--- src/rtl/fact_pkg.sv ---
// Shared types and constants for the factorial engine.
package fact_pkg;

  typedef enum logic [2:0] {
    StIdle,
    StInit,
    StMul,
    StDec,
    StDone
  } fact_state_e;

  localparam int unsigned FACT_W   = 64;
  localparam int unsigned DONE_BIT = 0;
  localparam int unsigned INTR_BIT = 1;

endpackage

--- src/rtl/factorial_core_if.sv ---
// Register-block side of the factorial engine: control bits in, status and result out.
interface factorial_core_if #(
  parameter int unsigned WIDTH = 64
);
  logic             op_start;
  logic             op_clear;
  logic             intr_en;
  logic [WIDTH-1:0] operand;
  logic [1:0]       op_done;
  logic [WIDTH-1:0] result_h;
  logic [WIDTH-1:0] result_l;
  logic             interrupt;

  modport master (
    output op_start, op_clear, intr_en, operand,
    input  op_done, result_h, result_l, interrupt
  );

  modport slave (
    input  op_start, op_clear, intr_en, operand,
    output op_done, result_h, result_l, interrupt
  );
endinterface

--- src/rtl/fact_shift_add_mul.sv ---
// 2W x W shift-add multiplier, one partial product per cycle.
// FACT_EARLY_EXIT_EN: stop as soon as the remaining multiplier bits are all zero.
module fact_shift_add_mul #(
  parameter int unsigned WIDTH = 64
) (
  input  logic               clk,
  input  logic               reset_n,
  input  logic               clear,
  input  logic               start,
  input  logic [2*WIDTH-1:0] mcand,
  input  logic [WIDTH-1:0]   mplier,
  output logic               busy,
  output logic               done,
  output logic [2*WIDTH-1:0] product
);
  localparam int unsigned     CntW    = (WIDTH > 1) ? $clog2(WIDTH) : 1;
  localparam logic [CntW-1:0] LastCnt = CntW'(WIDTH - 1);

  logic [2*WIDTH-1:0] mcand_q, mcand_d, prod_q, prod_d;
  logic [WIDTH-1:0]   mplier_q, mplier_d;
  logic [CntW-1:0]    cnt_q, cnt_d;
  logic               busy_q, busy_d;
  logic               last_step;

  always_comb begin
`ifdef FACT_EARLY_EXIT_EN
    last_step = (cnt_q == LastCnt) || ((mplier_q >> 1) == '0);
`else
    last_step = (cnt_q == LastCnt);
`endif
    mcand_d  = mcand_q;
    mplier_d = mplier_q;
    prod_d   = prod_q;
    cnt_d    = cnt_q;
    busy_d   = busy_q;
    if (clear) begin
      mcand_d  = '0;
      mplier_d = '0;
      prod_d   = '0;
      cnt_d    = '0;
      busy_d   = 1'b0;
    end else if (start) begin
      mcand_d  = mcand;
      mplier_d = mplier;
      prod_d   = '0;
      cnt_d    = '0;
      busy_d   = 1'b1;
    end else if (busy_q) begin
      if (mplier_q[0]) prod_d = prod_q + mcand_q;
      mcand_d  = mcand_q << 1;
      mplier_d = mplier_q >> 1;
      cnt_d    = cnt_q + 1'b1;
      busy_d   = ~last_step;
    end
  end

  always_ff @(posedge clk or negedge reset_n) begin
    if (!reset_n) begin
      mcand_q  <= '0;
      mplier_q <= '0;
      prod_q   <= '0;
      cnt_q    <= '0;
      busy_q   <= 1'b0;
    end else begin
      mcand_q  <= mcand_d;
      mplier_q <= mplier_d;
      prod_q   <= prod_d;
      cnt_q    <= cnt_d;
      busy_q   <= busy_d;
    end
  end

  // Combinational so the sequencer leaves MUL on the same edge as the final step.
  assign done    = busy_q & last_step;
  assign busy    = busy_q;
  assign product = prod_q;

endmodule

--- src/rtl/factorial_core.sv ---
// Iterative factorial sequencer: acc = n * (n-1) * ... * 2 modulo 2^(2*WIDTH).
// Multiplier loop length depends on FACT_EARLY_EXIT_EN (see fact_shift_add_mul).
module factorial_core
  import fact_pkg::*;
#(
  parameter int unsigned WIDTH = FACT_W
) (
  input logic             clk,
  input logic             reset_n,
  factorial_core_if.slave bus
);
  localparam int unsigned      AccW   = 2 * WIDTH;
  localparam logic [AccW-1:0]  AccOne = {{(AccW - 1){1'b0}}, 1'b1};
  localparam logic [WIDTH-1:0] NOne   = {{(WIDTH - 1){1'b0}}, 1'b1};

  fact_state_e      state_q, state_d;
  logic [AccW-1:0]  acc_q, acc_d, result_q, result_d;
  logic [WIDTH-1:0] n_q, n_d, n_dec;
  logic             done_q, done_d;
  logic             mul_start, mul_busy, mul_done;
  logic [AccW-1:0]  mul_mcand, mul_prod;
  logic [WIDTH-1:0] mul_mplier;
  logic [1:0]       op_done;

  assign n_dec = n_q - NOne;

  fact_shift_add_mul #(
    .WIDTH(WIDTH)
  ) u_mul (
    .clk    (clk),
    .reset_n(reset_n),
    .clear  (bus.op_clear),
    .start  (mul_start),
    .mcand  (mul_mcand),
    .mplier (mul_mplier),
    .busy   (mul_busy),
    .done   (mul_done),
    .product(mul_prod)
  );

  always_comb begin
    state_d    = state_q;
    acc_d      = acc_q;
    n_d        = n_q;
    done_d     = done_q;
    result_d   = result_q;
    mul_start  = 1'b0;
    mul_mcand  = '0;
    mul_mplier = '0;
    case (state_q)
      StIdle: if (bus.op_start) state_d = StInit;
      StInit: begin
        acc_d = AccOne;
        n_d   = bus.operand;
        if (bus.operand <= NOne) begin
          state_d  = StDone;
          done_d   = 1'b1;
          result_d = AccOne;
        end else begin
          state_d    = StMul;
          mul_start  = 1'b1;
          mul_mcand  = AccOne;
          mul_mplier = bus.operand;
        end
      end
      StMul: if (mul_done) state_d = StDec;
      StDec: begin
        acc_d = mul_prod;
        n_d   = n_dec;
        if (n_dec == NOne) begin
          state_d  = StDone;
          done_d   = 1'b1;
          result_d = mul_prod;
        end else begin
          state_d    = StMul;
          mul_start  = 1'b1;
          mul_mcand  = mul_prod;
          mul_mplier = n_dec;
        end
      end
      StDone: ;
      default: state_d = StIdle;
    endcase
    // Clear wins over everything, including a start seen in the same cycle.
    if (bus.op_clear) begin
      state_d   = StIdle;
      acc_d     = '0;
      n_d       = '0;
      done_d    = 1'b0;
      result_d  = '0;
      mul_start = 1'b0;
    end
  end

  always_ff @(posedge clk or negedge reset_n) begin
    if (!reset_n) begin
      state_q  <= StIdle;
      acc_q    <= '0;
      n_q      <= '0;
      done_q   <= 1'b0;
      result_q <= '0;
    end else begin
      state_q  <= state_d;
      acc_q    <= acc_d;
      n_q      <= n_d;
      done_q   <= done_d;
      result_q <= result_d;
    end
  end

  mul_busy_in_mul: assert property (@(posedge clk) disable iff (!reset_n)
    (state_q == StMul) |-> mul_busy);

  always_comb begin
    op_done           = '0;
    op_done[DONE_BIT] = done_q;
    op_done[INTR_BIT] = done_q & bus.intr_en;
  end

  assign bus.op_done   = op_done;
  assign bus.interrupt = op_done[INTR_BIT];
  assign bus.result_h  = result_q[AccW-1:WIDTH];
  assign bus.result_l  = result_q[WIDTH-1:0];

endmodule

--- src/flat_wrapper.sv ---
// flat-port wrapper written by rule: the top's interface ports become plain ports
module factorial_core_flat import fact_pkg::*;
#(
  parameter int unsigned WIDTH = FACT_W
)
  (clk, reset_n, bus_op_start, bus_op_clear, bus_intr_en, bus_operand, bus_op_done, bus_result_h, bus_result_l, bus_interrupt);
  factorial_core_if #(.WIDTH(WIDTH)) bus_i ();
  input logic clk;
  input logic reset_n;
  input wire logic [$bits(bus_i.op_start)-1:0] bus_op_start;
  input wire logic [$bits(bus_i.op_clear)-1:0] bus_op_clear;
  input wire logic [$bits(bus_i.intr_en)-1:0] bus_intr_en;
  input wire logic [$bits(bus_i.operand)-1:0] bus_operand;
  output wire logic [$bits(bus_i.op_done)-1:0] bus_op_done;
  output wire logic [$bits(bus_i.result_h)-1:0] bus_result_h;
  output wire logic [$bits(bus_i.result_l)-1:0] bus_result_l;
  output wire logic [$bits(bus_i.interrupt)-1:0] bus_interrupt;
  assign bus_i.op_start = bus_op_start;
  assign bus_i.op_clear = bus_op_clear;
  assign bus_i.intr_en = bus_intr_en;
  assign bus_i.operand = bus_operand;
  assign bus_op_done = bus_i.op_done;
  assign bus_result_h = bus_i.result_h;
  assign bus_result_l = bus_i.result_l;
  assign bus_interrupt = bus_i.interrupt;
  factorial_core #(.WIDTH(WIDTH)) u_core (.clk(clk), .reset_n(reset_n), .bus(bus_i));
endmodule
--- config.mk ---
export PLATFORM = sky130hd
export DESIGN_NAME = factorial_core_flat
export DESIGN_NICKNAME = d
export VERILOG_FILES = /design/src/rtl/fact_pkg.sv /design/src/rtl/factorial_core_if.sv /design/src/rtl/fact_shift_add_mul.sv /design/src/rtl/factorial_core.sv /design/src/flat_wrapper.sv
export SDC_FILE = /design/constraint.sdc
export NUM_CORES = 1
export LEC_CHECK = 0
export CAP_MARGIN = 20
export CELL_PAD_IN_SITES_DETAIL_PLACEMENT = 1
export CELL_PAD_IN_SITES_GLOBAL_PLACEMENT = 2
export CORE_AREA = 10 10 259 360
export CTS_CLUSTER_DIAMETER = 80
export DETAILED_ROUTE_END_ITERATION = 10
export DIE_AREA = 0 0 269 370
export GPL_TIMING_DRIVEN = 1
export PLACE_DENSITY_LB_ADDON = 0.05
export SYNTH_ARGS = -nofsm -noshare
export SYNTH_HDL_FRONTEND = slang
export SYNTH_HIERARCHICAL = 1
export SYNTH_SLANG_ARGS = --single-unit
--- constraint.sdc ---
create_clock -name clk -period 7.4 [get_ports clk]
set_input_delay 1.85 -clock clk [delete_from_list [all_inputs] [get_ports clk]]
set_output_delay 1.85 -clock clk [all_outputs]
set_load 0.05 [all_outputs]
* Yosys cells after proc, flatten, opt, wreduce, memory -nomap -nowiden
Index checks and enable logic that the tools add are counted.
Operators by class: add/sub/neg operators 3, order comparisons 1, eq/ne operators 11, muxes and demuxes 42, bitwise logic cells 3, reductions and logical operators 7
Operator list (number):
- $mux 128 | 11
- $pmux 128 s2 | 2
- $mux 64 | 6
- $pmux 64 s2 | 2
- $add 128x128->128 | 1
- $eq 64x1->1 const B | 1
- $le 64x1->1 const B | 1
- $sub 64x1->64 const B | 1
- $mux 6 | 3
- $mux 3 | 5
- $pmux 3 s5 | 1
- $mux 1 | 10
- $ne 3x2->1 const B | 3
- $reduce_bool 3->1 | 3
- $add 6x1->6 const B | 1
- $eq 3x2->1 const B | 2
- $eq 6x6->1 const B | 1
- $reduce_and 3->1 | 2
- $pmux 1 s2 | 2
- $eq 3x1->1 const B | 1
- $eq 3x3->1 const B | 1
- $logic_not 3->1 | 1
- $ne 3x3->1 const B | 1
- $and 1x1->1 | 2
- other kinds (3) | 3
Storage, ports and cells: register bits 523, input port bits 69, output and inout bits 131

* Logic depth before layout (Yosys ltp)
depth in word-level cells 7, gate-level depth with buffers 22, mapped depth without buffers 17

* By module
The synthesis kept the hierarchy.
By module, submodules not included:
- fact_shift_add_mul | instances 1, cells each 2916, area each 23216.0 µm²
- factorial_core | instances 1, cells each 1241, area each 11185.7 µm²

* Least setup slack after synthesis
No wires, ideal clock.
path type register to register, from register u_core.n_q[0], to register u_core.u_mul.prod_q[101], in the netlist u_core/u_mul/product[101], setup time 0.083 ns, data arrival time 4.854 ns, data required time 7.317 ns, setup slack 2.464 ns, cell stages (with the launch flop) 21, clock period less this slack 4.936 ns, path through dfrtp_1 > clkbuf_1 > inv_1 > ha_1 > nor3b_4 > nand4_2 > or3_1 > buf_2 > o31a_1 > nor4_1 > nand4_1 > o31a_1 > clkbuf_1 > nor2_1 > nor2_1 > clkbuf_1 > or2_2 > nor2_1 > dlygate4sd3_1 > nand2_1 > o21ai_0
On the way: word-level cells in the longest chain between the ends 7
Ends and longest elaborated chain:
- start: declaration | line factorial_core.sv:18 | logic [WIDTH-1:0] n_q, n_d, n_dec;
- start signal: assignment | line factorial_core.sv:105 | n_q <= n_d;
- $sub 64x1->64 * | line factorial_core.sv:25 | assign n_dec = n_q - NOne;
- $eq 64x1->1 * | line factorial_core.sv:70 | if (n_dec == NOne) begin
- $mux 1 * | line factorial_core.sv:70
- $pmux 1 s2 * | line factorial_core.sv:50 | case (state_q)
- $mux 1 * | line factorial_core.sv:85 | if (bus.op_clear) begin
- named net u_core.mul_start | line factorial_core.sv:20 | logic mul_start, mul_busy, mul_done;
- $reduce_bool 3->1 (no source line) / $mux 128 (equally long branches)
- $reduce_and 2->1 (no source line) / $mux 128 (equally long branches)
- end signal: assignment | line fact_shift_add_mul.sv:67 | prod_q <= prod_d;
- end: declaration | line fact_shift_add_mul.sv:19 | logic [2*WIDTH-1:0] mcand_q, mcand_d, prod_q, prod_d;
Mark *: on every way through the listed nets, which the timed path passes. The rest lies on a longest branch. A chain may end at the register's enable or synchronous reset.

* Final worst setup path
from register u_core.n_q[0], to register u_core.u_mul.prod_q[116], in the netlist u_core/u_mul/product[116]
The elaborated chain is that of the path after synthesis.

==> results_dict.tcl <==
set metrics [dict create \
    yosysWarnings 6 \
    status "finished clean" \
    synth-simple-area-share_pct 21.4 \
    dp_hpwl_mm 92.2 \
    ys_seq_area_share_pct 38.0 \
    via_per_inst 5.76 \
    rows 128 \
    postCtsResizedCells 0 \
    hp-class "reg2reg" \
    via_count 31016 \
    tritoncts "yes" \
    cap_violations 0 \
    grt_pass1_wl_mm 196 \
    finalNetCount 4372 \
    first_pass_iters 5 \
    wirelength_mm 126 \
    worstSetupPathType "reg2reg" \
    worstHoldStart "u_core/state_q[0]$_DFFE_PN0P_" \
    synthXorXnorAreaFrac_pct 4.40 \
    peakVddDrop_mv 0.169 \
    start_kind "flip-flop" \
    cp.required_ns 7.97 \
    synth_edf_count 0 \
    wl_per_cell_um 23.3 \
    mostFrequentLayoutCells "nor2_1 (639), a21oi_1 (548), dfrtp_1 (522)" \
    crit_arrival_ns 6.45 \
    worst_pin_slew_ns 1.18 \
    fp.dieW_um 269 \
    cts_sinks 523 \
    synth-seq-cells 523 \
    total_power_mw 7.03 \
    ant_nets 0 \
    relSlewSlack_pct 20.5 \
    crit_path_end_kind "flip-flop" \
    power.density_nw_per_um2 180 \
    clk_pin_slew_ns 0.06 \
    synth_area_leaders "dfrtp_1 (38%), a21oi_1 (8.0%), nor2_1 (7.0%)" \
    yosysTopAreaCell "dfrtp_1" \
    min_period_ns 5.88 \
    fmax_ghz 0.170 \
    grt.overflow.total 0 \
    synth_ff_type "dfrtp_1" \
    setup_tns_ns 0 \
    hold_viol_final 0 \
    die_area_um2 99500 \
    regToRegStartpoint "u_core/n_q[0]$_DFFE_PN0P_" \
    leakagePower_nw 17.0 \
    synth_nets 4357 \
    holdBufCountCts 0 \
    layout_commonest_cell "nor2_1" \
    ctsLongestPathBuffers 3 \
    syn_avg_cell_area_um2 8.28 \
    finalInstanceArea_um2 39000 \
    antenna_found_initial 1 \
    postSynthCellCount 4157 \
    pin_count 200 \
    skew_ns 0.0284 \
    worstPathMaxFanout 41 \
    yosysUniqueCellTypes 100 \
    layout-drive-gt1-share_pct 4.95 \
    grtUsageTotal_pct 24.8 \
    finalMaxSlewViolations 0 \
    num-fill-cells 10243 \
    area_growth_pct 13.5 \
    core_area_um2 86600 \
    synth_top_area_share_pct 38.0 \
    numPortBuffers 199 \
    cts_buffers 57 \
    synth_top_family_by_area "simple AND/OR/NAND/NOR gates" \
    grt_max_degree 162 \
    syn-cell-area_um2 34400 \
    drc 0 \
    grt_pass1_vias 32449 \
    cts_setup_buffers 0 \
    synth_compound_area_share_pct 21.2 \
    place_congestion 0.936 \
    h-tree-depth 2 \
    die_h_um 370 \
    async_flop_share_pct 100 \
    start_util_pct 39.7 \
    synthAdderAreaFrac_pct 4.79 \
    setup_viol 0 \
    root_buffer "clkbuf_16" \
    placed_cell_area_um2 37100 \
    first_iter_violations 1644 \
    muxShareOfSynthArea_pct 5.85 \
    finalCritPeriodShare_pct 79.4 \
    worstSkewPairLatency_ns 0.65 \
    startpoint "u_core/n_q[0]$_DFFE_PN0P_" \
    rsz0062_at_grt "no" \
]
sequential cells by signal (all words and copies together) (netlist names):
| signal | count |
|---|---|
| u_core/n_q | 64 |
| u_core/u_mul/cnt_q | 6 |
| u_core/u_mul/product | 128 |
| u_core/u_mul/mcand_q | 128 |
| u_core/u_mul/mplier_q | 64 |
| u_core/u_mul/busy | 1 |
| u_core/state_q | 3 |
| u_core/done_q | 1 |
| u_core/result_q | 128 |
cell type report:
| class | count | area, µm² | share of cell area, % |
|---|---|---|---|
| antenna | 1 | 2.50 | 0.00641 |
| clock buffer | 77 | 1630 | 4.18 |
| clock inverter | 28 | 314 | 0.805 |
| inverter | 52 | 195 | 0.500 |
| multi-input combinational | 3286 | 19900 | 50.9 |
| sequential | 523 | 13100 | 33.5 |
| tap | 1170 | 1460 | 3.75 |
| timing repair buffer | 252 | 2470 | 6.33 |
logic make-up after synthesis:
| group | Yosys count |
|---|---|
| compound gates | 1180 |
| mux | 201 |
| fa+ha+maj | 131 |
| simple gates | 1601 |
| buf+inv | 348 |
| xor+xnor | 173 |
| flops | 523 |
metrics by stage:
step / instances / hold WS (ns) / setup WS [ns] / utilization [%]
floorplan: 4157 / 0.436 / 2.46 / -
global route: 5388 / 0.510 / 1.14 / 45.0
CTS: 5388 / 0.486 / 1.52 / 45.0
finish: 5389 / 0.488 / 1.52 / 45.1
detailed placement: 5283 / 0.475 / 1.26 / 42.8
global placement: 5281 / 0.482 / 1.07 / 42.8
worst paths after layout:
| path | endpoint | slack [ns] | cells past startpoint |
|---|---|---|---|
| worst max-delay path | u_core/u_mul/product[116]$_DFFE_PN0P_ | 1.52 | 18 |
| worst min-delay path | u_core/state_q[0]$_DFFE_PN0P_ | 0.49 | 1 |
| worst max register to register | u_core/u_mul/product[116]$_DFFE_PN0P_ | 1.52 | 18 |
| worst min register to register | u_core/state_q[0]$_DFFE_PN0P_ | 0.49 | 1 |
| max in group asynchronous | u_core/u_mul/product[81]$_DFFE_PN0P_ | 4.72 | 2 |
| min in group asynchronous | u_core/u_mul/mcand_q[33]$_DFFE_PN0P_ | 1.28 | 1 |
routing by layer:
metal,vias to the layer above,part of all wire [%],GRT usage [%]
li1,14680,-,-
met1,15619,40,28.8
met2,528,53,46.2
met3,189,3.0,2.56
met4,0,3.6,8.66
met5,-,0,0
synthesized netlist by cell type (21+ instances only):
cell      instances
nor2_1          642
a21oi_1         548
dfrtp_1         523
nand2_1         436
o21ai_0         214
clkbuf_1        203
mux2i_1         201
a22o_1          153
and2_1          132
ha_1            130
xnor2_1          93
xor2_1           80
nor3_1           79
nand4_1          69
a21o_1           68
nor4_1           63
inv_1            51
o21bai_1         47
nand3_1          43
buf_1            38
buf_2            28
or3_1            21
critical path, cell delays in order (launching register included):
cell     delay, ns
dfrtp_1       0.47
inv_1         0.12
ha_1          0.28
or3b_2        0.54
nor4b_1       0.55
xnor2_1       0.24
nand3_1       0.11
nor4b_1       0.61
and4_1        0.35
nand4_1       0.12
o31a_2        0.36
nor2_1        0.27
nor2_4        0.07
or2_4         0.50
nor2_2        0.64
buf_4         0.28
nand2_1       0.06
nor2_1        0.10
a221o_1       0.11
power breakdown:
| group | leakage (nW) | switching [mW] | internal, mW |
|---|---|---|---|
| clock network | 0.951 | 1.28 | 1.73 |
| logic | 8.75 | 0.733 | 0.337 |
| registers | 7.29 | 0.0620 | 2.89 |
| total | 17.0 | 2.08 | 4.95 |
(Power assumes the default switching activity.)
